File: config.mk
export PLATFORM = sky130hd
export DESIGN_NAME = laser_bank
export DESIGN_NICKNAME = d
export VERILOG_FILES = /design/src/rtl/space_invaders_pkg.sv /design/src/rtl/laser_slot.sv /design/src/rtl/laser_bank.sv
export SDC_FILE = /design/constraint.sdc
export NUM_CORES = 1
export LEC_CHECK = 0
export BUFFER_PORTS_ARGS = -buffer_cell sky130_fd_sc_hd__clkbuf_2
export CAP_MARGIN = 20
export CORE_MARGIN = 2
export CORE_UTILIZATION = 55
export CTS_CLUSTER_DIAMETER = 40
export DETAILED_ROUTE_END_ITERATION = 16
export PLACE_DENSITY = 0.76
export SKIP_CTS_REPAIR_TIMING = 1
export SYNTH_ARGS = -nofsm -noshare
export SYNTH_HDL_FRONTEND = slang
export SYNTH_SLANG_ARGS = --single-unit
File: constraint.sdc
create_clock -name clk -period 3 [get_ports clk]
set_input_delay 0.45 -clock clk [delete_from_list [all_inputs] [get_ports clk]]
set_output_delay 0.45 -clock clk [all_outputs]
set_load 0.005 [all_outputs]
File: src/rtl/space_invaders_pkg.sv
// space_invaders_pkg: coordinate width, screen geometry, colours and slot
// state shared by the laser bank and its slots.
package space_invaders_pkg;
   localparam int COORD_W  = 10;
   localparam int SCREEN_W = 640;
   localparam int SCREEN_H = 480;
   localparam logic [2:0] COLOR_BLACK = 3'b000;
   localparam logic [2:0] COLOR_BLUE  = 3'b001;
   localparam logic [2:0] COLOR_GREEN = 3'b010;
   localparam logic [2:0] COLOR_RED   = 3'b100;
   localparam logic [2:0] COLOR_WHITE = 3'b111;
   typedef enum logic {
      SLOT_IDLE   = 1'b0,
      SLOT_FLYING = 1'b1
   } slot_state_e;
endpackage

File: src/rtl/laser_slot.sv
// laser_slot: one projectile -- launch, upward motion, retirement and the
// pixel hit test against its rectangle.
module laser_slot
   import space_invaders_pkg::*;
#(
   parameter int LAUNCH_Y    = 432,
   parameter int LASER_LEN   = 8,
   parameter int LASER_WIDTH = 2,
   parameter int STEP        = 4
) (
   input  logic               clk,
   input  logic               reset,
   input  logic               i_tick,
   input  logic               i_launch,
   input  logic               i_kill,
   input  logic [COORD_W-1:0] i_launch_x,
   input  logic [COORD_W-1:0] i_h,
   input  logic [COORD_W-1:0] i_v,
   output logic               o_active,
   output logic [COORD_W-1:0] o_x,
   output logic [COORD_W-1:0] o_y,
   output logic               o_hit
);
   localparam logic [COORD_W-1:0] STEP_C   = COORD_W'(STEP);
   localparam logic [COORD_W-1:0] LAUNCH_C = COORD_W'(LAUNCH_Y);
   localparam logic [COORD_W:0]   LW       = (COORD_W+1)'(LASER_WIDTH);
   localparam logic [COORD_W:0]   LL       = (COORD_W+1)'(LASER_LEN);

   slot_state_e        r_state, w_state_next;
   logic [COORD_W-1:0] r_x, r_y, w_x_next, w_y_next;
   logic [COORD_W:0]   w_h, w_v, w_x, w_y;

   always_ff @(posedge clk or posedge reset) begin
      if (reset) begin
         r_state <= SLOT_IDLE;
         r_x     <= '0;
         r_y     <= '0;
      end else begin
         r_state <= w_state_next;
         r_x     <= w_x_next;
         r_y     <= w_y_next;
      end
   end

   // kill outranks motion; a slot below STEP retires rather than wrapping
   always_comb begin
      w_state_next = r_state;
      w_x_next     = r_x;
      w_y_next     = r_y;
      if (r_state == SLOT_IDLE) begin
         if (i_launch) begin
            w_state_next = SLOT_FLYING;
            w_x_next     = i_launch_x;
            w_y_next     = LAUNCH_C;
         end
      end else if (i_kill) begin
         w_state_next = SLOT_IDLE;
      end else if (i_tick) begin
         if (r_y >= STEP_C) w_y_next = r_y - STEP_C;
         else w_state_next = SLOT_IDLE;
      end
   end

   assign w_h = {1'b0, i_h};
   assign w_v = {1'b0, i_v};
   assign w_x = {1'b0, r_x};
   assign w_y = {1'b0, r_y};

   assign o_active = (r_state == SLOT_FLYING);
   assign o_x      = r_x;
   assign o_y      = r_y;
   assign o_hit    = o_active && (w_h >= w_x) && (w_h < w_x + LW)
                     && (w_v >= w_y) && (w_v < w_y + LL);
endmodule

File: src/rtl/laser_bank.sv
// laser_bank: multi-shot laser controller -- free-slot launch, shot cooldown,
// kill decode and registered pixel colour over NUM_LASERS slots.
module laser_bank
   import space_invaders_pkg::*;
#(
   parameter int         NUM_LASERS     = 4,
   parameter int         GUN_Y          = 440,
   parameter int         LASER_LEN      = 8,
   parameter int         LASER_WIDTH    = 2,
   parameter int         STEP           = 4,
   parameter int         COOLDOWN_TICKS = 8,
   parameter logic [2:0] LASER_COLOR    = 3'b111
) (
   input  logic                          clk,
   input  logic                          reset,
   input  logic                          tick,
   input  logic                          fire,
   input  logic [COORD_W-1:0]            gunPosition,
   input  logic                          killingAlien,
   input  logic [2:0]                    killIndex,
   input  logic [COORD_W-1:0]            hPos,
   input  logic [COORD_W-1:0]            vPos,
   output logic [NUM_LASERS-1:0]         laserActive,
   output logic [COORD_W*NUM_LASERS-1:0] xLaser,
   output logic [COORD_W*NUM_LASERS-1:0] yLaser,
   output logic                          fireAccepted,
   output logic [2:0]                    colorLaser
);
   localparam int            CD_W    = $clog2(COOLDOWN_TICKS + 1) + 1;
   localparam logic [CD_W-1:0] CD_LOAD = CD_W'(COOLDOWN_TICKS);

   logic [CD_W-1:0]       r_cooldown;
   logic [NUM_LASERS-1:0] w_idle, w_pick, w_launch, w_kill, w_hit;
   logic                  w_accept;

   // lowest set bit of the idle mask picks the slot to launch
   assign w_idle   = ~laserActive;
   assign w_pick   = w_idle & (~w_idle + NUM_LASERS'(1));
   assign w_accept = fire && (r_cooldown == '0) && (|w_idle);
   assign w_launch = w_accept ? w_pick : '0;

   for (genvar i = 0; i < NUM_LASERS; i++) begin : g_slot
      assign w_kill[i] = killingAlien && (killIndex == 3'(i));
      laser_slot #(
         .LAUNCH_Y   (GUN_Y - LASER_LEN),
         .LASER_LEN  (LASER_LEN),
         .LASER_WIDTH(LASER_WIDTH),
         .STEP       (STEP)
      ) u_slot (
         .clk       (clk),
         .reset     (reset),
         .i_tick    (tick),
         .i_launch  (w_launch[i]),
         .i_kill    (w_kill[i]),
         .i_launch_x(gunPosition),
         .i_h       (hPos),
         .i_v       (vPos),
         .o_active  (laserActive[i]),
         .o_x       (xLaser[COORD_W*i +: COORD_W]),
         .o_y       (yLaser[COORD_W*i +: COORD_W]),
         .o_hit     (w_hit[i])
      );
   end

   always_ff @(posedge clk or posedge reset) begin
      if (reset) begin
         r_cooldown   <= '0;
         fireAccepted <= 1'b0;
         colorLaser   <= COLOR_BLACK;
      end else begin
         r_cooldown   <= w_accept ? CD_LOAD
                       : (tick && r_cooldown != '0) ? r_cooldown - 1'b1 : r_cooldown;
         fireAccepted <= w_accept;
         colorLaser   <= (|w_hit) ? LASER_COLOR : COLOR_BLACK;
      end
   end
endmodule

==> results.tsv, run 1 <==
stage	metric	value	unit
status	status	finished, final reports clean	
worst_setup_path	required	3240	ps
timing	setup_ws	260.0	ps
route	routed_wl	19.40	mm
worst_setup_path	arrival	2980	ps
logic_synthesis	yosysWarningCount	0	
pwr	power_switching	2609	uW
route	vias_per_cell	5.789	
clocking	cts_root_buffer	clkbuf_16	
global_routing	grt_remaining_overflow	0	
clocking	numCtsBuffers	9	
global_routing	grt_use_met3	3.160	%
route	num_vias	6854	
worst_setup_path	reg2reg_slack	260	ps
placed_design	numPortBuffers	115	
clocking	clkLatencyLatePin	360	ps
logic_synthesis	synthAdderAreaFrac	25.96	%
final_layout	fill_cells	1200	
route	wl_per_cell	16.39	um
route	ant_nets	0	
worst_setup_path	crit_type	flip-flop to flip-flop	
worst_setup_path	r2r_end	colorLaser[1]	
logic_synthesis	yosysUniqueCellTypes	55	
final_layout	area_growth_syn_to_layout	14.01	%
pwr	pwr-share-clk	19.6	%
logic_synthesis	yosysSeqAreaShare	26.77	%
floorplanning	die_area	15070	sq um
logic_synthesis	netlist_instances	886	
timing	finalCritPeriodShare	91.33	%
global_routing	grt_max_degree	84	
final_layout	drive_gt1_share	16.33	%
clocking	cts_buffer_depth	2	
logic_synthesis	synth_compound_area_share	15.47	%
placed_design	pre_cts_slack	199.0	ps
worst_setup_path	critPathCaptureType	flip-flop	
floorplanning	die_h	122.8	um
floorplanning	start_util	56.11	%
pwr	p_comb_share	50.7	%
timing	fin_setup_tns	0	ps
placed_design	dp_hpwl	15.32	mm
logic_synthesis	synth_flop_cell	dfrtp_1	
pwr	swShare	41.37	%
flow_run	maxCapViolCount	0	
pwr	peakVddDrop	0.0004367	V
global_routing	grt_antenna_before_repair	0	
worst_setup_path	reg2reg_depth	11	
floorplanning	core	13830	sq um
global_routing	grt_pass1_vias	6457	
global_routing	grtUsageMet1	36.42	%
logic_synthesis	synth_enable_flop_cells	0	
final_layout	final_nets	1200	
logic_synthesis	synth_top_area_share	26.77	%
timing	setup_violations	0	
floorplanning	die_x	122.8	um
logic_synthesis	synth_mux_area_share	1.597	%
route	dr.pass1.iters	5	
logic_synthesis	syn_area_per_cell	8.757	sq um
worst_setup_path	crit_fanout	6	
logic_synthesis	synth.most_common_cell	ha_1	
logic_synthesis	syn_area	7759	sq um
logic_synthesis	synthTopCellsByCount	161 x ha_1, 90 x inv_1, 83 x dfrtp_1, 83 x nand2_1, 77 x o21ai_0	
floorplanning	placementRows	43	
timing	fmax	365.0	MHz
timing	relSlewSlack	60.46	%
timing	fin_crit	2740	ps
clocking	path_clk_slew	60	ps
global_routing	grt_use_total	27.07	%
logic_synthesis	async_flop_share	100.0	%
pwr	internal_power	3698	uW
pwr	power.density	713.0	nW/um^2
route	drc_errors	0	
logic_synthesis	yosys.area.top_type	dfrtp_1	
timing	slew_violations	0	
worst_setup_path	start_kind	flip-flop	
clocking	cts_tree	yes	
clocking	cts.sinks	83	
clocking	cts_max_level	3	
global_routing	met2_usage	44.54	%
global_routing	grt_pass1_wl	31.95	mm
timing	worst_slew_pin_slew	587.7	ps
timing	rsz0062_at_grt	no	
logic_synthesis	synthTopCellsByArea	dfrtp_1 27%, ha_1 26%, xnor2_1 7.3%	
logic_synthesis	synth_seq_cells	83	
pwr	sequentialPowerShare	29.7	%
pwr	p_leak	0.004400	uW
route	drt_iter0_markers	396	
logic_synthesis	synth_top_family_by_area	adder cells	
placed_design	place_congestion	0.8584	
logic_synthesis	synth_simple_gate_area_share	16.29	%
timing	hold_viol_final	0	
logic_synthesis	synth-xor-area-share	7.338	%
global_routing	busiest_layer	met2	
hold_path	hold_path.class	input port to asynchronous set/reset pin	
final_layout	diodes	0	
floorplanning	ioPinCount	126	
timing	finClkSkew	7.620	ps
worst_setup_path	reg2reg_from	g_slot[1].u_slot.o_y[3]	
[critical path, stage by stage (launching register included)]
cell,delay [ps]
dfrtp_1,430
inv_1,150
ha_1,300
inv_1,40
ha_1,280
a21oi_1,130
o31a_1,160
o21ai_0,130
a2111oi_2,400
o221ai_1,160
or3_1,320
o311ai_0,110
[per-stage QoR]
| step | utilization [%] | std cells | area, sq um | hold slack (ps) | total power, uW |
|---|---|---|---|---|---|
| finish | 63.98 | 1184 | 8846 | 162.0 | 6307 |
| floorplan | - | 893 | 7785 | 490.3 | 4115 |
| global placement | 61.64 | 1170 | 8523 | 522.6 | 4921 |
| global route | 63.98 | 1184 | 8846 | 226.7 | 6962 |
| CTS | 63.93 | 1184 | 8840 | 197.3 | 6311 |
| detailed placement | 61.64 | 1170 | 8523 | 544.7 | 5041 |
[worst max-delay path by stage]
stage	start	depth (start not counted)	end
global placement	g_slot[1].u_slot.o_y[4]	11	colorLaser[1]
floorplan	reset	1	colorLaser[1]
global route	g_slot[1].u_slot.o_y[3]	11	colorLaser[1]
finish	g_slot[1].u_slot.o_y[3]	11	colorLaser[1]
detailed placement	g_slot[1].u_slot.o_y[3]	11	colorLaser[1]
CTS	g_slot[1].u_slot.o_y[3]	11	colorLaser[1]
[power by group through the flow]
stage          logic (uW)  clock network, uW  registers, uW
2_1_floorplan        2320                  0           1800
3_3_place_gp         3050                  0           1870
3_5_place_dp         3160                  0           1880
4_1_cts              3200               1250           1870
5_1_grt              3730               1300           1930
6_report             3200               1240           1870
[cell type report]
type                            instances  area, sq um  share of cell area [%]
Multi-Input combinational cell        691         5218                   58.98
Sequential cell                        83         2077                   23.48
Timing Repair Buffer                  126        670.6                   7.581
Inverter                               90        339.1                   3.833
Clock buffer                           12        256.5                   2.900
Tap cell                              180        225.2                   2.546
Clock inverter                          2        60.06                  0.6789
[metal layers]
layer  share of wire [%]  wire length [um]
met2                  46              8934
met3                 5.6              1093
met5                   0                 0
met1                  46              8883
met4                 2.5               491
[placed cells by master, fill, tap and decap left out, types with 3 or more instances in the layout]
| cell | instances |
|---|---|
| nor4_1 | 4 |
| nor3_1 | 22 |
| a211oi_1 | 5 |
| o211ai_1 | 5 |
| a2111oi_0 | 3 |
| or4_1 | 4 |
| nor3b_1 | 3 |
| xnor2_1 | 65 |
| mux2_2 | 11 |
| nand2b_1 | 11 |
| nand2_1 | 83 |
| ha_1 | 161 |
| o311ai_0 | 3 |
| or3_1 | 11 |
| a31oi_1 | 6 |
| o21bai_1 | 3 |
| nand3_1 | 47 |
| o21a_1 | 8 |
| a21o_1 | 12 |
| nand3b_1 | 4 |
| and3_1 | 13 |
| inv_1 | 89 |
| conb_1 | 8 |
| buf_4 | 10 |
| nor2_1 | 31 |
| dfrtp_1 | 83 |
| a21oi_1 | 44 |
| clkbuf_16 | 9 |
| clkbuf_2 | 115 |
| o21ai_0 | 77 |
| nand4_1 | 8 |
| o31a_1 | 3 |
[logic make-up (layout without fill, tap and decap cells)]
logic type | Yosys count | after routing
and+or+nand+nor | 254 | 254
AOI/OAI and AO/OA | 192 | 192
adders and majority gates | 161 | 161
buffers and inverters | 119 | 230
DFF | 83 | 83
xor gates and xnor gates | 65 | 65
muxes | 11 | 11
other | 1 | 8
[sequential cells by signal, summed over array words and instances, names as in the netlist]
register and flops:
g_slot.u_slot.o_active 4, fireAccepted 1, colorLaser 1, g_slot.u_slot.o_x 40, g_slot.u_slot.o_y 32, r_cooldown 5
Power figures use the tool's default switching activity.
==> inputs of run 2 (changes only) <==
--- a/config.mk
+++ b/config.mk
@@ -17,2 +17,3 @@
 export SYNTH_HDL_FRONTEND = slang
 export SYNTH_SLANG_ARGS = --single-unit
+export TNS_END_PERCENT = 10
==> constraint.sdc (replaced) <==
create_clock -name clk -period 3 [get_ports clk]
set_input_delay 0.3 -clock clk [delete_from_list [all_inputs] [get_ports clk]]
set_output_delay 0.3 -clock clk [all_outputs]
set_load 0.005 [all_outputs]
==> results.tsv, run 2 (synthesis results as in run 1) <==
stage	metric	value	unit	change
global_routing	grt_antenna_before_repair	0		unchanged
final_layout	final_cell_mix	161 x ha_1, 115 x clkbuf_2, 89 x inv_1		
final_layout	final_nets	1200		unchanged
placed_design	numPortBuffers	115		unchanged
clocking	clkLatencyLatePin	350	ps	about the same
worst_setup_path	crit_type	flip-flop to flip-flop		
clocking	cts.sinks	83		unchanged
timing	whs	-38.30	ps	-200.3 ps
pwr	power.density	711.1	nW/um^2	-0.26%
clocking	cts_buffer_depth	2		unchanged
global_routing	grt_pass1_wl	31.91	mm	-0.13%
final_layout	drive_gt1_share	16.42	%	+0.083 points
floorplanning	die_h	122.8	um	unchanged
floorplanning	start_util	56.11	%	unchanged
worst_setup_path	critPathCaptureType	flip-flop		
global_routing	grt_use_total	27.10	%	+0.030 points
global_routing	grt_max_degree	32		-62%
status	status	finished, violations left		
worst_setup_path	start_kind	flip-flop		
route	drc_errors	0		unchanged
timing	hold_viol_final	29		+29
worst_setup_path	r2r_end	colorLaser[1]		
floorplanning	die_x	122.8	um	unchanged
final_layout	area_growth_syn_to_layout	13.82	%	
floorplanning	ioPinCount	126		unchanged
clocking	path_clk_slew	60	ps	about the same
final_layout	largest_reg_flops	40		unchanged
status	violations	negative hold slack		
clocking	numCtsBuffers	9		unchanged
global_routing	grt_remaining_overflow	0		unchanged
clocking	cts_tree	yes		
final_layout	fin_util	63.87	%	-0.11 points
clocking	cts_root_buffer	clkbuf_16		
final_layout	layout_commonest_cell	ha_1		
worst_setup_path	reg2reg_slack	240	ps	-20 ps
floorplanning	placementRows	43		unchanged
route	wl_per_cell	16.74	um	+2.2%
pwr	peakVddDrop	0.0004925	V	+13%
timing	fin_setup_tns	0	ps	unchanged
pwr	p_leak	0.004395	uW	-0.11%
route	ant_nets	0		unchanged
route	num_vias	6804		-0.73%
floorplanning	die_area	15070	sq um	unchanged
worst_setup_path	reg2reg_depth	11		unchanged
timing	rsz0062_at_grt	no		
timing	slew_violations	0		unchanged
final_layout	diodes	0		unchanged
worst_setup_path	arrival	3000	ps	+20 ps
final_layout	fill_cells	1173		-2.3%
clocking	cts_max_level	3		unchanged
timing	fmax	361.9	MHz	-0.84%
timing	fin_crit	2763	ps	+23.23 ps
route	vias_per_cell	5.742		-0.81%
floorplanning	core	13830	sq um	unchanged
global_routing	grt_pass1_vias	6349		-1.7%
route	dr.pass1.iters	5		unchanged
timing	finalCritPeriodShare	92.11	%	+0.77 points
worst_setup_path	crit_fanout	7		+1
route	routed_wl	19.84	mm	+2.2%
hold_path	hold_path.class	input port to asynchronous set/reset pin		
timing	worst_slew_pin_slew	569.2	ps	-18.48 ps
flow_run	maxCapViolCount	0		unchanged
worst_setup_path	reg2reg_from	g_slot[1].u_slot.o_y[4]		
timing	relSlewSlack	61.52	%	+1.1 points
timing	finClkSkew	5.959	ps	-1.661 ps
placed_design	dp_hpwl	15.34	mm	+0.18%
timing	setup_violations	0		unchanged
worst_setup_path	required	3240	ps	about the same
route	drt_iter0_markers	423		+6.8%
placed_design	place_congestion	0.9487		+11%
==> run 2: final cells by class <==
type	instances	area (sq um)	share of cell area, %
flip-flops and latches	83	2077	23.52
clock inverters	1	30.03	0.3400
well taps	180	225.2	2.550
multi-input cells	691	5218	59.08
inverters	90	339.1	3.840
clock buffers	14	284.0	3.216
repair buffers	126	658.1	7.453
==> run 2: worst max-delay path by stage <==
stage                            start             to  slack, ps  cells after the start
6_report       g_slot[1].u_slot.o_y[4]  colorLaser[1]        240                     11
5_1_grt        g_slot[1].u_slot.o_y[4]  colorLaser[1]         20                     11
2_1_floorplan                    reset  colorLaser[1]        560                      1
4_1_cts        g_slot[1].u_slot.o_y[4]  colorLaser[1]        230                     11
3_3_place_gp   g_slot[1].u_slot.o_y[4]  colorLaser[1]        320                     11
3_5_place_dp   g_slot[1].u_slot.o_y[4]  colorLaser[1]        260                     11
==> run 2: report_power, final <==
| part | switching, uW | internal [uW] | leakage, uW |
|---|---|---|---|
| clock network | 472 | 733 | 0.000155 |
| logic | 1690 | 1500 | 0.00329 |
| registers | 463 | 1420 | 0.000950 |
==> run 2: per-layer routing <==
metal  wire, um  GRT usage [%]  vias up
met5          0              0        -
met4        446          9.411        0
met3       1255          3.717       30
met2       9095          44.82      252
met1       9038          36.23     3168
li1           -              -     3354
==> run 2: per-stage QoR <==
stage          power, uW  instance area, sq um  hold slack (ps)  instances  worst slack [ps]
2_1_floorplan       4115                  7785            405.4        893             563.2
3_3_place_gp        4935                  8511            358.1       1170             320.3
3_5_place_dp        5044                  8511            368.3       1170             262.0
4_1_cts             6278                  8825           -1.958       1185             228.2
5_1_grt             6904                  8831            10.93       1185             16.22
6_report            6280                  8831           -38.30       1185             236.7
==> run 2: worst max-delay path, cell delays in order (launching register included) <==
cell and delay, ps:
dfrtp_1 460, inv_1 140, ha_1 300, inv_1 40, ha_1 290, a21oi_1 130
o31a_1 180, o21ai_0 90, a2111oi_0 420, o221ai_1 170, or3_1 330, o311ai_0 100
==> inputs of run 3 (changes only) <==
- PLACE_DENSITY: 0.76 -> 0.8
==> results.tsv, run 3 (synthesis results as in run 1) <==
stage	metric	value	unit	change
final_layout	layout_commonest_cell	ha_1		
timing	rsz0062_at_grt	no		
route	ant_nets	0		unchanged
hold_path	hold_path.class	input port to asynchronous set/reset pin		
timing	whs	-30.23	ps	+8.068 ps
floorplanning	die_x	122.8	um	unchanged
clocking	clkLatencyLatePin	360	ps	about the same
global_routing	grt_use_total	27.14	%	+0.041 points
final_layout	largest_reg_flops	40		unchanged
worst_setup_path	cp_cell_sequence	inv_1, ha_1, inv_1, ha_1, a21oi_1, o31a_1, o21ai_0, a2111oi_1, o221ai_1, or3_1, o311ai_0		
timing	hold_viol_final	33		+14%
clocking	path_clk_slew	60	ps	about the same
route	num_vias	6814		+0.15%
global_routing	grt_remaining_overflow	0		unchanged
worst_setup_path	crit_fanout	6		-1
worst_setup_path	crit_type	flip-flop to flip-flop		
route	drc_errors	0		unchanged
floorplanning	die_area	15070	sq um	unchanged
route	vias_per_cell	5.745		about the same
placed_design	numPortBuffers	115		unchanged
final_layout	final_nets	1200		unchanged
status	status	finished, violations left		
flow_run	maxCapViolCount	0		unchanged
final_layout	diodes	0		unchanged
timing	setup_violations	0		unchanged
floorplanning	core	13830	sq um	unchanged
final_layout	area_growth_syn_to_layout	13.26	%	
pwr	peakVddDrop	0.0005172	V	+5.0%
global_routing	grt_antenna_before_repair	0		unchanged
route	dr.pass1.iters	5		unchanged
clocking	cts.sinks	83		unchanged
clocking	cts_tree	yes		
worst_setup_path	cp-startpoint	g_slot[1].u_slot.o_y[3]		
floorplanning	placementRows	43		unchanged
route	routed_wl	19.69	mm	-0.76%
worst_setup_path	arrival	2980	ps	-20 ps
floorplanning	start_util	56.11	%	unchanged
route	wl_per_cell	16.60	um	-0.84%
pwr	power.density	699.8	nW/um^2	-1.6%
final_layout	fin_util	63.55	%	-0.32 points
worst_setup_path	start_kind	flip-flop		
worst_setup_path	critPathCaptureType	flip-flop		
timing	fin_crit	2753	ps	-9.771 ps
placed_design	dp_cells	1170		unchanged
clocking	cts_root_buffer	clkbuf_16		
placed_design	place_congestion	0.9157		-3.5%
timing	setup_ws	246.5	ps	+9.771 ps
clocking	cts_max_level	3		unchanged
timing	relSlewSlack	58.90	%	-2.6 points
global_routing	grt_pass1_vias	6535		+2.9%
placed_design	pre_cts_slack	193.8	ps	-68.26 ps
timing	fin_setup_tns	0	ps	unchanged
worst_setup_path	slowest_delay	440	ps	-20 ps
clocking	cts_buffer_depth	2		unchanged
final_layout	final_cell_mix	161 x ha_1, 115 x clkbuf_2, 89 x inv_1		
global_routing	grt_pass1_wl	31.89	mm	about the same
clocking	numCtsBuffers	9		unchanged
timing	finClkSkew	11.11	ps	+5.153 ps
status	violations	negative hold slack		
worst_setup_path	slowest_stage	dfrtp_2		
timing	slew_violations	0		unchanged
timing	worst_slew_pin_slew	610.8	ps	+41.60 ps
floorplanning	ioPinCount	126		unchanged
global_routing	grt_max_degree	36		+13%
pwr	p_leak	0.004369	uW	-0.59%
timing	fmax	363.2	MHz	+0.35%
route	drt_iter0_markers	405		-4.3%
final_layout	stdcell_count	1186		+0.084%
timing	finalCritPeriodShare	91.78	%	-0.33 points
floorplanning	die_h	122.8	um	unchanged
final_layout	drive_gt1_share	16.50	%	+0.083 points
worst_setup_path	required	3230	ps	about the same
worst_setup_path	reg2reg_from	g_slot[1].u_slot.o_y[3]		
worst_setup_path	critPathTopFamily	compound AO/OA/AOI/OAI gates		
placed_design	dp_hpwl	15.65	mm	+2.0%
worst_setup_path	cp_num_buf_inv	2		unchanged
-- run 3: cell count changes in the layout (fill, tap and decap cells not counted), sizes merged --
cell / delta
clkinv: +3
clkinvlp: +1
clkbuf: -2
bufinv: -1
-- run 3: through the flow --
| stage | hold slack [ps] | total power [uW] | area [sq um] |
|---|---|---|---|
| after floorplan | 405.4 | 4115 | 7785 |
| after global placement | 358.1 | 4917 | 8511 |
| after detailed placement | 361.9 | 5057 | 8511 |
| after CTS | -14.76 | 6163 | 8783 |
| after global routing | 7.130 | 6782 | 8787 |
| final | -30.23 | 6150 | 8787 |
-- run 3: power by group --
part	leakage (uW)	switching [uW]	total (uW)	internal [uW]
Sequential	0.000948	449	1870	1420
Clock	0.000133	482	1060	583
Combinational	0.00329	1710	3210	1500
Total	0.00437	2640	6150	3510
-- run 3: worst register-to-register path, stage by stage (launching register included) --
cell	delay [ps]
dfrtp_2	440
inv_1	170
ha_1	260
inv_1	60
ha_1	230
a21oi_1	150
o31a_1	160
o21ai_0	130
a2111oi_1	400
o221ai_1	190
or3_1	330
o311ai_0	110
-- run 3: metal layers --
| metal | global-route usage [%] | up-vias | part of all wire (%) |
|---|---|---|---|
| li1 | - | 3345 | - |
| met1 | 34.34 | 3227 | 43 |
| met2 | 45.86 | 204 | 49 |
| met3 | 5.437 | 38 | 5.5 |
| met4 | 9.555 | 0 | 2.5 |
| met5 | 0 | - | 0 |
-- run 3: layout make-up --
cell class / count / area (sq um)
multi-input cells: 691 / 5213
well taps: 180 / 225.2
flip-flops and latches: 83 / 2079
clock buffers: 12 / 246.5
repair buffers: 126 / 658.1
clock inverters: 4 / 26.28
fillers: 1156 / 5040
inverters: 90 / 339.1
-- run 3: final timing paths --
check | slack (ps) | end | cells past startpoint
max | 250 | colorLaser[1] | 11
min | -30 | g_slot[0].u_slot.o_x[8] | 2
max reg2reg | 250 | colorLaser[1] | 11
max in group asynchronous | 2240 | g_slot[1].u_slot.o_y[3] | 3
min reg2reg | 550 | r_cooldown[4] | 2
min in group clk | 220 | g_slot[3].u_slot.o_x[1] | 3
